### config.mk
export PLATFORM = sky130hd
export DESIGN_NAME = flag_branch_unit
export DESIGN_NICKNAME = d
export VERILOG_FILES = /design/src/rtl/flag_branch_unit_pkg.sv /design/src/rtl/FullAdder2s_16bit.sv /design/src/rtl/flag_branch_unit.sv
export SDC_FILE = /design/constraint.sdc
export NUM_CORES = 1
export LEC_CHECK = 0
export ABC_AREA = 0
export CORE_ASPECT_RATIO = 1.5
export CORE_UTILIZATION = 51
export CTS_CLUSTER_DIAMETER = 40
export CTS_CLUSTER_SIZE = 10
export DETAILED_ROUTE_END_ITERATION = 16
export PLACE_DENSITY = 0.88
export SLEW_MARGIN = 20
export SYNTH_ARGS = -nofsm -noshare
export SYNTH_HDL_FRONTEND = slang
export SYNTH_SLANG_ARGS = --single-unit
### constraint.sdc
create_clock -name clk -period 3.7 [get_ports clk]
set_input_delay 0.74 -clock clk [delete_from_list [all_inputs] [get_ports clk]]
set_output_delay 0.74 -clock clk [all_outputs]
set_load 0.005 [all_outputs]
### src/rtl/flag_branch_unit_pkg.sv
// Shared constants for the flag branch unit: op codes, FSM states, widths and
// the branch-condition helper used by the control logic.
package flag_branch_unit_pkg;

   localparam int unsigned DataWidth  = 16;
   localparam int unsigned CountWidth = 8;

   typedef enum logic [1:0] {
      OpBlt = 2'b00,  // taken if flag is TRUE (nonzero)
      OpBge = 2'b01,  // taken if flag is FALSE (zero)
      OpJmp = 2'b10,  // always taken
      OpNop = 2'b11   // never taken
   } op_e;

   typedef enum logic [1:0] {
      StIdle    = 2'b00,
      StEval    = 2'b01,
      StHold    = 2'b10,
      StIllegal = 2'b11
   } state_e;

   // Any nonzero flag pattern is TRUE.
   function automatic logic branch_taken(input op_e op, input logic [DataWidth-1:0] flag);
      logic flag_true;
      flag_true = |flag;
      unique case (op)
         OpBlt:   branch_taken = flag_true;
         OpBge:   branch_taken = ~flag_true;
         OpJmp:   branch_taken = 1'b1;
         default: branch_taken = 1'b0;
      endcase
   endfunction

endpackage

### src/rtl/FullAdder2s_16bit.sv
// 16-bit two's-complement adder with carry-in; the result wraps modulo 2^16.
module FullAdder2s_16bit (
   input  logic [15:0] a,
   input  logic [15:0] b,
   input  logic        cin,
   output logic [15:0] sum
);

   // Carry-out is intentionally dropped: wrap-around is the defined behaviour.
   always_comb begin
      sum = a + b + {15'd0, cin};
   end

endmodule

### src/rtl/flag_branch_unit.sv
// Flag-driven branch resolver: accepts one request, evaluates the branch
// condition, then holds the resolved next_pc until the consumer takes it.
module flag_branch_unit
   import flag_branch_unit_pkg::*;
(
   input  logic                  clk,
   input  logic                  reset,
   input  logic                  in_valid,
   output logic                  in_ready,
   input  logic [1:0]            op,
   input  logic [DataWidth-1:0]  flag,
   input  logic [DataWidth-1:0]  pc,
   input  logic [DataWidth-1:0]  offset,
   output logic                  out_valid,
   input  logic                  out_ready,
   output logic                  taken,
   output logic [DataWidth-1:0]  next_pc,
   output logic [CountWidth-1:0] taken_count
);

   state_e                state_q;
   op_e                   op_q;
   logic [DataWidth-1:0]  flag_q;
   logic [DataWidth-1:0]  pc_q;
   logic [DataWidth-1:0]  offset_q;
   logic                  taken_q;
   logic [DataWidth-1:0]  next_pc_q;
   logic [CountWidth-1:0] count_q;
   logic                  in_ready_q;
   logic                  out_valid_q;

   logic                  eval_taken;
   logic [DataWidth-1:0]  add_b;
   logic [DataWidth-1:0]  add_sum;

   // Branch decision and adder operand select from the captured request.
   always_comb begin
      eval_taken = branch_taken(op_q, flag_q);
      add_b      = eval_taken ? offset_q : '0;
   end

   // Single adder: pc + (taken ? offset : 0) + 1, the +1 arrives via carry-in.
   FullAdder2s_16bit u_adder (
      .a   (pc_q),
      .b   (add_b),
      .cin (1'b1),
      .sum (add_sum)
   );

   // Control FSM with registered handshake and result outputs.
   // in_ready is registered so it reads 0 in reset and rises one edge later.
   always_ff @(posedge clk or posedge reset) begin
      if (reset) begin
         state_q     <= StIdle;
         op_q        <= OpBlt;
         flag_q      <= '0;
         pc_q        <= '0;
         offset_q    <= '0;
         taken_q     <= 1'b0;
         next_pc_q   <= '0;
         count_q     <= '0;
         in_ready_q  <= 1'b0;
         out_valid_q <= 1'b0;
      end else begin
         case (state_q)
            StIdle: begin
               if (in_ready_q && in_valid) begin
                  op_q       <= op_e'(op);
                  flag_q     <= flag;
                  pc_q       <= pc;
                  offset_q   <= offset;
                  in_ready_q <= 1'b0;
                  state_q    <= StEval;
               end else begin
                  in_ready_q <= 1'b1;
               end
            end
            StEval: begin
               taken_q     <= eval_taken;
               next_pc_q   <= add_sum;
               out_valid_q <= 1'b1;
               state_q     <= StHold;
            end
            StHold: begin
               if (out_ready) begin
                  out_valid_q <= 1'b0;
                  in_ready_q  <= 1'b1;
                  state_q     <= StIdle;
                  if (taken_q && (count_q != '1)) begin
                     count_q <= count_q + 8'd1;
                  end
               end
            end
            default: begin
               // Illegal encoding: recover to IDLE, ready is re-raised from there.
               in_ready_q  <= 1'b0;
               out_valid_q <= 1'b0;
               state_q     <= StIdle;
            end
         endcase
      end
   end

   assign in_ready    = in_ready_q;
   assign out_valid   = out_valid_q;
   assign taken       = taken_q;
   assign next_pc     = next_pc_q;
   assign taken_count = count_q;

endmodule

======== Yosys cells after proc, flatten, opt, wreduce, memory -nomap -nowiden ========
Cells that the tools add are included.
operators by class
  bitwise gates (word level) .............. 3
  eq/ne operators ......................... 7
  add/sub/neg operators ................... 3
  muxes and demuxes ....................... 10
  reduce and logical (&&, ||, !) cells .... 10
operator list
  cell                     number
  $add A16 B1 Y16 const B  1
  $add A16 B16 Y16         1
  $mux W16                 1
  $reduce_or A16 Y1        1
  $pmux W1 S3              3
  $add A8 B1 Y8 const B    1
  $ne A8 B8 Y1 const B     1
  $reduce_and A2 Y1        4
  $pmux W2 S3              1
  $eq A2 B1 Y1 const B     2
  $eq A2 B2 Y1 const B     2
  $logic_not A2 Y1         2
  $mux W2                  2
  $ne A2 B2 Y1 const B     2
  $mux W1                  3
  $not A1 Y1               3
  $reduce_and A3 Y1        1
  $logic_and A1 B1 Y1      2
storage, ports and cells
  input bits .............................. 54
  logic and storage cells ................. 43
  output and inout port bits .............. 27
  register bits after elaboration ......... 79

======== Longest topological paths before layout ========
  depth after elaboration ................. 6
  depth in mapped cells ................... 14
  depth with buffers taken out ............ 13

======== Cells and area by module ========
A second synthesis with hierarchy kept.
unflattened totals
  cell total of the unflattened synthesis .. 350
  area total of the unflattened synthesis .. 4055.1 um^2
by module, submodules not included
  module             cells each  sequential area each (um^2)  area each (um^2)  times used
  flag_branch_unit   251         1976.9                       3289.4            1
  FullAdder2s_16bit  99          0.0                          765.7             1

======== Worst setup path before layout ========
Ideal clock, no wire load.
  path type ............................... flip-flop to flip-flop
  start ................................... register flag_q[11]
  end ..................................... register next_pc_q[12], in the netlist next_pc[12]
  slack ................................... 0.574 ns
  required time ........................... 3.569 ns
  buffers on the path ..................... 1
  data arrival time ....................... 2.995 ns
  period minus slack after synthesis ...... 3.126 ns
  setup time .............................. 0.131 ns
  stages on the path, launching flop included .. 15
  cell sequence ........................... dfrtp_1 -> nor4_2 -> nand3_1 -> nor2_1 -> xnor2_1 -> clkbuf_1 -> nand2_1 -> ha_1 -> fa_1 -> nor2b_1 -> o21a_1 -> o21ai_2 -> a211oi_1 -> nor3_1 -> or3_1
on the way
  cells in the longest elaborated chain, start to end .. 6
RTL lines
  item                    line                        text
  from (decl)             flag_branch_unit.sv:23      logic [DataWidth-1:0] flag_q;
  from (signal assigned)  flag_branch_unit.sv:69      flag_q <= flag;
  $reduce_or A16 Y1 *     flag_branch_unit_pkg.sv:25  flag_true = |flag;
  $not A1 Y1              flag_branch_unit_pkg.sv:28  OpBge: branch_taken = ~flag_true;
  $pmux W1 S3 *           flag_branch_unit_pkg.sv:26  unique case (op)
  $mux W16 *              flag_branch_unit.sv:39      add_b = eval_taken ? offset_q : '0;
  $add A16 B16 Y16 *      FullAdder2s_16bit.sv:11     sum = a + b + {15'd0, cin};
  $add A16 B1 Y16 *       FullAdder2s_16bit.sv:11
  to (signal assigned)    flag_branch_unit.sv:80      next_pc_q <= add_sum;
  to (decl)               flag_branch_unit.sv:27      logic [DataWidth-1:0] next_pc_q;
Mark *: on every way between the ends. The rest lies on a longest branch, timed or not.
A chain may end at the register's enable or synchronous reset.

======== Worst setup path after layout ========
  start ................................... register flag_q[5]
  end ..................................... register next_pc_q[12], in the netlist next_pc[12]
Same word-level chain as after synthesis.

==> results.md <==
- The flow ran to the end, and the final reports show no timing, DRC or antenna violations.
- Based on the critical path, the design can be clocked at up to 299 MHz.
- The overall fraction of global-route tracks in use is 0.226.
- A synthesized cell averages 11.5 µm².
- The pin count of the biggest net entering global routing is 38.
- The clock drives 79 sinks.
- Setup repair after global routing left no endpoint under its margin.
- The signed area change from the synthesized netlist to the final layout is 29.1%.
- At the later pin of the worst-skew pair, clock insertion delay measures 350 ps.
- The tightest min-delay check is of the reg2reg type.
- The number of failing hold endpoints at the final stage was 0.
- The number of enable flip-flop cells after synthesis is 0.
- The part of the Yosys area used for sequential elements is 0.507.
- The power per standard cell area is 870 nW/µm².
- The final worst slack is 356 ps.
- The worst path in the final design needs a cycle of 3340 ps, including I/O delays and setup.
- In this run, synthesis produced a sequential element count of 79.
- Setup violations remaining at the end of the flow were counted as 0.
- For the worst setup path, the data arrival time is 3580 ps.
- The remaining antenna violation count after routing is 0.
- The TritonCTS clock tree is built.
- Counting distinct cell types in the post-synthesis netlist gives 53.
- In this run the deepest clock path goes through 2 buffers.
- After detailed routing, the number of remaining DRC violations is 0.
- For this run, asynchronously set or reset flops after synthesis account for 1.00.
- Detailed placement finished with a half-perimeter wire length of 6260 µm.
- Across the run, the number of max-cap violations was 0.
- The H-tree depth is 3.
- The floorplan step set the die width to 73.4 µm.
- The die height is 109 µm.
- The analysis attributes to cell leakage a power of 2.16 nW.
- The clock arrives with 9.16 ps of skew.
- Among all flip-flop cells after synthesis, the most frequent one is sky130_fd_sc_hd__dfrtp_1.
- The number of instances in the synthesized netlist is 339.
- The count of synthesis-stage warnings from yosys is 0.
- The via count of the first global-routing pass is 3008.
- The nature of the critical path startpoint is a flip-flop.
- For this configuration, the core starts out at a cell density of 0.532.
- When the netlist entered floorplanning its net count stood at 410.
- The detailed-route wire length is 8100 µm.
- In the routed layout, each cell is associated on average with a via count of 5.41.
- The first-iteration detailed-routing DRC count is 105.
- The critical path is of the reg2reg type.
- The length of the first detailed-routing pass in iterations is 4.
- The register clock-pin slew on the reported worst setup and hold paths is 80 ps.
- The post-cts hold buffer count is 0.
- The worst max-slew margin expressed relative to the limit is 0.328.
- The worst slack on hold paths is 481 ps.
- The data required time of the critical path is 3930 ps.
- The initial antenna violation count is 0.
- Of the available clock period, the critical path in the final layout requires 0.904.
- In the final layout, the share of cells above drive strength 1 is 0.184.
- The first global-routing pass estimated 13500 µm of wire.
- Once the clock tree was built, the setup fixing pass inserted 0 buffers.
- Gates resized during post-CTS repair numbered 0.
- The proportion of netlist area held by the largest area contributor is 0.507.
- The cell area that synthesis handed to floorplanning was 3900 µm².
- The actual slew at the worst max-slew pin is 1010 ps.
- The setup slack after placement is 396 ps.
- The number of top-level pins is 81.
- The max-slew violation total from the final report is 0.
- After filler insertion, the fill cell instance count of the layout stands at 566.
- The via count is 2863.
- In the final layout, flip-flops and latches occupy 1980 µm².
- The most common cell in the netlist is sky130_fd_sc_hd__dfrtp_1.
- For this run, the post-layout net count is 495.
- The critical path endpoint category is a flip-flop.
- Counting the buffers created by CTS gives 9.
- In this run the core area contains 38 standard-cell rows.
- Dividing the detail-routed wire length by the instance count gives 15.3 µm.
- The count of port buffers added during placement is 80.
- The largest total area in the synthesized netlist belongs to sky130_fd_sc_hd__dfrtp_1.
- The tree is rooted in a sky130_fd_sc_hd__clkbuf_8.
- After global routing the overflow that remains totals 0.
- The number of antenna diodes in the final layout is 0.
- Ranked by total cell area, the synthesized netlist is headed by sky130_fd_sc_hd__dfrtp_1 51%, sky130_fd_sc_hd__mux2_2 14%, sky130_fd_sc_hd__ha_1 5.1%, sky130_fd_sc_hd__nand2_1 3.5%, sky130_fd_sc_hd__o21ai_0 2.4%.
- Sorting the synthesized cells by how often they occur yields 79 x sky130_fd_sc_hd__dfrtp_1, 48 x sky130_fd_sc_hd__mux2_2, 36 x sky130_fd_sc_hd__nand2_1.
- The floorplan step defined a die boundary enclosing 8000 µm².
- The congestion estimate from routability-driven global placement came to 0.827.
- The sum of negative setup slack is 0 ps.
- The maximum fanout along the worst path is 5.
- The maximum ir drop on the vdd rail is 492 µV.
- The core area is 7320 µm².
- The footprint of the multi-input gates is 1840 µm².
[worst paths after layout]
check	to	from	cells after the start	slack, ps
setup / recovery	next_pc[12]	flag_q[5]	13	360
hold / removal	next_pc[1]	next_pc[1]	2	480
setup reg to reg	next_pc[12]	flag_q[5]	13	360
hold reg to reg	next_pc[1]	next_pc[1]	2	480
max in group asynchronous	next_pc[13]	reset	3	2240
min in group asynchronous	next_pc[12]	reset	2	730
[layout by cell type, fill, tap and decap left out, types with 8 or more instances in the layout]
| cell type | n |
|---|---|
| sky130_fd_sc_hd__a21oi_1 | 8 |
| sky130_fd_sc_hd__and2_1 | 13 |
| sky130_fd_sc_hd__clkbuf_8 | 11 |
| sky130_fd_sc_hd__clkdlybuf4s50_1 | 80 |
| sky130_fd_sc_hd__dfrtp_1 | 79 |
| sky130_fd_sc_hd__ha_1 | 16 |
| sky130_fd_sc_hd__mux2_2 | 48 |
| sky130_fd_sc_hd__nand2_1 | 36 |
| sky130_fd_sc_hd__nor2_1 | 12 |
| sky130_fd_sc_hd__o21ai_0 | 19 |
| sky130_fd_sc_hd__xnor2_1 | 8 |
[cells by family (layout without fill, tap and decap cells)]
| kind of cell | count (synthesis) | in the layout | synth area share |
|---|---|---|---|
| and+or+nand+nor | 101 | 101 | 0.135 |
| DFF | 79 | 79 | 0.507 |
| AOI/OAI and AO/OA | 61 | 61 | 0.108 |
| muxes | 48 | 48 | 0.139 |
| buffers and inverters | 19 | 109 | 0.0228 |
| adders and majority gates | 17 | 17 | 0.0565 |
| xor gates and xnor gates | 14 | 14 | 0.0315 |
[metrics by stage]
step,cells,power [mW],util,instance area (µm²)
6_report,529,4.38,0.687,5030
5_1_grt,529,4.71,0.687,5030
4_1_cts,529,4.41,0.687,5030
3_5_place_dp,513,3.69,0.657,4810
3_3_place_gp,513,3.58,0.657,4810
2_1_floorplan,339,3.01,-,3900
[where the power goes]
part | internal (mW) | total, mW | switching, mW | leakage (nW)
clock network | 0.417 | 0.714 | 0.297 | 0.114
logic | 1.10 | 2.11 | 1.01 | 1.09
registers | 1.28 | 1.56 | 0.279 | 0.954
total | 2.80 | 4.38 | 1.58 | 2.16
[critical path, cell delays in order, from the launching register on]
cell and delay [ps]:
sky130_fd_sc_hd__dfrtp_1 390, sky130_fd_sc_hd__nor4_2 330, sky130_fd_sc_hd__nand3_1 190, sky130_fd_sc_hd__nor2_1 150, sky130_fd_sc_hd__xnor2_1 240, sky130_fd_sc_hd__nand2_1 110, sky130_fd_sc_hd__ha_1 210, sky130_fd_sc_hd__fa_1 390
sky130_fd_sc_hd__nor2b_1 160, sky130_fd_sc_hd__o21a_1 160, sky130_fd_sc_hd__o21ai_2 90, sky130_fd_sc_hd__a211oi_1 340, sky130_fd_sc_hd__nor3_1 100, sky130_fd_sc_hd__or3_1 350
[metal layers]
layer / part of all wire / wire (µm) / up-vias / GRT usage
met3: 0.037 / 299 / 14 / 0.0518
met5: 0 / 0 / - / 0
li1: - / - / 1385 / -
met4: 0.022 / 182 / 0 / 0.100
met2: 0.56 / 4530 / 64 / 0.415
met1: 0.38 / 3090 / 1400 / 0.243
[registers in the layout, indices dropped and copies added, names as in the netlist]
name	cells
state_q	2
offset_q	16
next_pc	16
op_q	2
taken	1
pc_q	16
in_ready	1
flag_q	16
out_valid	1
taken_count	8
[final cells by class]
type / instances / share of cell area
Multi-Input combinational cell: 241 / 0.365
Timing Repair Buffer: 85 / 0.167
Clock buffer: 13 / 0.0316
Inverter: 8 / 0.00622
Clock inverter: 3 / 0.0129
Tap cell: 100 / 0.0249
Sequential cell: 79 / 0.393
No activity file was read; power rests on OpenSTA's default activity.
==> edit 1 (same settings) <==
Change the package constant `CountWidth` from 8 to 10.
--- a/src/rtl/flag_branch_unit_pkg.sv
+++ b/src/rtl/flag_branch_unit_pkg.sv
@@ -3,7 +3,7 @@
 package flag_branch_unit_pkg;
 
    localparam int unsigned DataWidth  = 16;
-   localparam int unsigned CountWidth = 8;
+   localparam int unsigned CountWidth = 10;
 
    typedef enum logic [1:0] {
       OpBlt = 2'b00,  // taken if flag is TRUE (nonzero)
Interface: changed (resized taken_count); port bits go from 81 to 83. The function was not compared with the original's and may differ.
==> edit 1 against the original RTL <==
- cell area is 0.37% lower
- critical path type unchanged
- total power decreased by 2.9%
- worst setup slack got worse by 0.13 ns
- synthesized area up 0.55%
- sequential cell count rose by 2
- wire length is 3.8% lower
==> edit 1: results <==
[worst_setup_path]
timing.critical_path.slowest_stage_cell = "sky130_fd_sc_hd__or4_4"
timing.critical_path.arrival_ns = 3.69
critical_path_peak_fanout = 15
cp_slowest_stage_delay_ns = 0.62

[cells_and_area]
antenna_cells = 0
layout-drive-gt1-share = 0.179
num-fill-cells = 580
final_nets = 497

[clocking]
post-cts-setup-buffer-count = 0
clk_root_buffer_cell = "sky130_fd_sc_hd__clkbuf_8"
resized_gates_after_cts = 0
worst_skew_pair.late_latency_ns = 0.36
cts.htree.levels = 3
clk_pin_slew_ns = 0.08
cts_made_buffers = 9
cts_max_path_buffers = 2

[detailed_routing]
detailroute.via_count = 2820
routed_wirelength_mm = 7.80
drtIter0Drc = 155
drt_pre_antenna_iters = 4
detail_route.wl_per_cell_um = 14.7

[yosys]
synth.top_cells.by_area = "sky130_fd_sc_hd__dfrtp_1 52%, sky130_fd_sc_hd__mux2_2 14%, sky130_fd_sc_hd__ha_1 5.1%"
post_synth_most_frequent_cells = "81 x sky130_fd_sc_hd__dfrtp_1, 49 x sky130_fd_sc_hd__mux2_2, 33 x sky130_fd_sc_hd__nand2_1"
synthArstFlopShare = 1.00
synth.lib_cells_used.distinct = 38
postSynthNetCount = 414
number_of_warnings_issued_by_yosys = 0
synth.yosys.seq_area_share = 0.517
synthCells = 343
dominantRegCellSynth = "sky130_fd_sc_hd__dfrtp_1"

[pwr]
power.ir.vdd_worst_mv = 0.464
p_leak_nw = 2.17
netsw_mw = 1.57

[global_routing]
grt_antenna_before_repair = 0
grtUsageTotal = 0.219
grt_pass1_wl_mm = 13.0
grt_start_max_net_pins = 69

[sta]
timing.clock.skew_ns = 0.00960
slew_worst_pin_ns = 0.799
setup_tns_ns = 0

[placed_design]
numPlacedInstances = 515
post_dp_cell_area_um2 = 4840
detailed_place_hpwl_mm = 5.85
pre_cts_ws_ns = 0.260
numPortBuffers = 82
globalplace.congestion = 0.951

[min_path]
hold_path.class = "register to register"

[run_status]
run_status = "completed"
edit 1: path summary, 6_finish.rpt:
check                                 start             end  slack [ns]  cells past startpoint
worst max-delay path              flag_q[1]     next_pc[15]        0.23                     11
worst min register to register  next_pc[10]     next_pc[10]        0.48                      2
min in group asynchronous             reset  taken_count[3]        0.88                      2
worst max register to register    flag_q[1]     next_pc[15]        0.23                     11
max in group asynchronous             reset         pc_q[9]        2.10                      3
worst min-delay path            next_pc[10]     next_pc[10]        0.48                      2
edit 1: layout make-up:
cell class	count	area (um2)	area share
multi-input combinational	237	1800	0.359
timing repair buffer	85	843	0.168
clock inverter	4	30.0	0.00599
inverter	12	47.5	0.00949
sequential	81	2030	0.404
tap	100	125	0.0250
clock buffer	11	141	0.0282
edit 1: logic make-up after synthesis:
| group | count (synthesis) | synth area share |
|---|---|---|
| AO/OA/AOI/OAI | 57 | 0.0866 |
| flip-flops | 81 | 0.517 |
| AND/OR/NAND/NOR | 91 | 0.122 |
| buffers and inverters | 25 | 0.0255 |
| adder cells (fa/ha/maj) | 17 | 0.0562 |
| XOR/XNOR | 22 | 0.0492 |
| multiplexers | 50 | 0.143 |
edit 1: routing by layer:
layer  track usage  vias to the layer above  share of wire
met4         0.111                        0          0.028
met2         0.355                       81           0.53
li1              -                     1372              -
met3        0.0660                       20          0.036
met1         0.261                     1347           0.41
met5             0                        -              0
edit 1: worst max-delay path: cells and delay by family (launching register included):
family / cells / cell delay (ns)
flops: 1 / 0.39
fa+ha+maj: 1 / 0.34
compound gates: 4 / 0.56
xor+xnor: 1 / 0.20
simple gates: 5 / 1.84
edit 1: power groups by stage:
stage	registers (mW)	logic (mW)	clock network [mW]
after detailed placement	1.57	2.13	0
after global routing	1.61	2.36	0.632
after floorplan	1.50	1.54	0
after global placement	1.55	2.06	0
after CTS	1.55	2.14	0.584
final	1.55	2.13	0.565
==> edit 2 (same settings) <==
Without the edit above. Register the input `offset` before use, without a reset. The logic sees it one clock later. The other inputs are not delayed to match.
--- a/src/rtl/flag_branch_unit.sv
+++ b/src/rtl/flag_branch_unit.sv
@@ -17,6 +17,12 @@
    output logic [DataWidth-1:0]  next_pc,
    output logic [CountWidth-1:0] taken_count
 );
+
+   logic [DataWidth-1:0] offset_r;
+
+   always_ff @(posedge clk) begin
+      offset_r <= offset;
+   end
 
    state_e                state_q;
    op_e                   op_q;
@@ -68,7 +74,7 @@
                   op_q       <= op_e'(op);
                   flag_q     <= flag;
                   pc_q       <= pc;
-                  offset_q   <= offset;
+                  offset_q   <= offset_r;
                   in_ready_q <= 1'b0;
                   state_q    <= StEval;
                end else begin
Behaviour: not the same (Yosys sat finds a counterexample within 4 cycles, from zero or initial values and one cycle with reset high).
==> edit 2 against the original RTL <==
- wire length grew 3.2%
- worst hold slack got worse by 0.021 ns
- synthesized area grew 6.4%
- critical path depth down 1
- sequential cell count is 16 higher
- final cell count increased by 1.3%
- total power increased by 9.7%
- critical endpoint is now next_pc[13]
- cell area rose by 6.6%
- worst setup slack worse by 0.14 ns
- largest power group unchanged
- combinational power up 3%
==> edit 2: results <==
[run_status]
run_status = "completed"

[worst_setup_path]
cp_slowest_stage_delay_ns = 0.62
worst-setup-path-type = "register to register"
timing.critical_path.arrival_ns = 3.72
regToRegSetupSlack_ns = 0.22
worst_reg2reg_path_depth = 12
crit-reg2reg-capture = "next_pc[13]"
timing.critical_path.slowest_stage_cell = "sky130_fd_sc_hd__or4_4"
critical_path_peak_fanout = 15
setup.worst_path.start = "flag_q[7]"

[detailed_routing]
route.met2.wl_mm = 4.59
vias_per_instance = 5.31
drtIter0Drc = 138
route.layer.met1.wl_mm = 3.36
routed_wirelength_mm = 8.36
route.met3.wl_um = 218

[placed_design]
globalplace.congestion = 0.850
numPortBuffers = 80
pre_cts_ws_ns = 0.248
detailed_place_hpwl_mm = 6.20

[yosys]
synthArstFlopShare = 0.832
synth.top_cells.by_area = "sky130_fd_sc_hd__dfrtp_1 48%, sky130_fd_sc_hd__mux2_2 14%, sky130_fd_sc_hd__dfxtp_1 7.7%"
synth_compound_gate_area_share = 0.0821
post_synth_most_frequent_cells = "79 x sky130_fd_sc_hd__dfrtp_1, 50 x sky130_fd_sc_hd__mux2_2, 31 x sky130_fd_sc_hd__nand2_1"
synth.yosys.seq_area_share = 0.554
yosys_register_bits = 95
postSynthNetCount = 417
yosys.area_share.xor_xnor = 0.0423
synth.area.mux_share = 0.138
adder_cell_share_of_the_synthesized_area = 0.0531
synth.lib_cells_used.distinct = 40

[global_routing]
grtUsageMet2 = 0.388
global_route_track_usage_on_met1 = 0.258
grt_start_max_net_pins = 40
grtUsageTotal = 0.222
grt_pass1_wl_mm = 14.0
globalRouteMet3Util = 0.0395

[sta]
timing.clock.skew_ns = 0.00706
fin_crit_sh = 0.941
slew_worst_pin_ns = 0.616

[pwr]
netsw_mw = 1.67
power.ir.vdd_worst_mv = 0.461
clkPwrFrac = 0.189
clock_power_mw = 0.909
power_frac_comb = 0.452
p_leak_nw = 2.33

[min_path]
hold_crit_start = "offset_r[7]"

[clocking]
worst_skew_pair.late_latency_ns = 0.34
clk_root_buffer_cell = "sky130_fd_sc_hd__clkbuf_16"

[cells_and_area]
multi_input_comb_area_um2 = 1760
final-clk-cell-share = 0.0551
non_clock_inverter_count = 12
final_nets = 500
buffering_overhead = 0.156
layout-drive-gt1-share = 0.182
clock_buffer_count = 13
multi_input_gates = 226
num-fill-cells = 578
==> edit 2: how the worst min path moves through the flow <==
| stage | to | cells past startpoint | slack [ns] |
|---|---|---|---|
| floorplan | offset_q[15] | 1 | 0.44 |
| global placement | offset_q[0] | 1 | 0.44 |
| detailed placement | offset_q[3] | 1 | 0.45 |
| CTS | offset_q[7] | 1 | 0.46 |
| global route | offset_q[13] | 1 | 0.48 |
| finish | offset_q[7] | 1 | 0.46 |
==> edit 2: stage by stage <==
stage / std cells / cell area [um2] / util / hold WS [ns]
2_1_floorplan: 346 / 4150 / - / 0.439
3_3_place_gp: 520 / 5060 / 0.653 / 0.443
3_5_place_dp: 520 / 5060 / 0.653 / 0.451
4_1_cts: 536 / 5360 / 0.691 / 0.465
5_1_grt: 536 / 5360 / 0.691 / 0.479
6_report: 536 / 5360 / 0.691 / 0.460
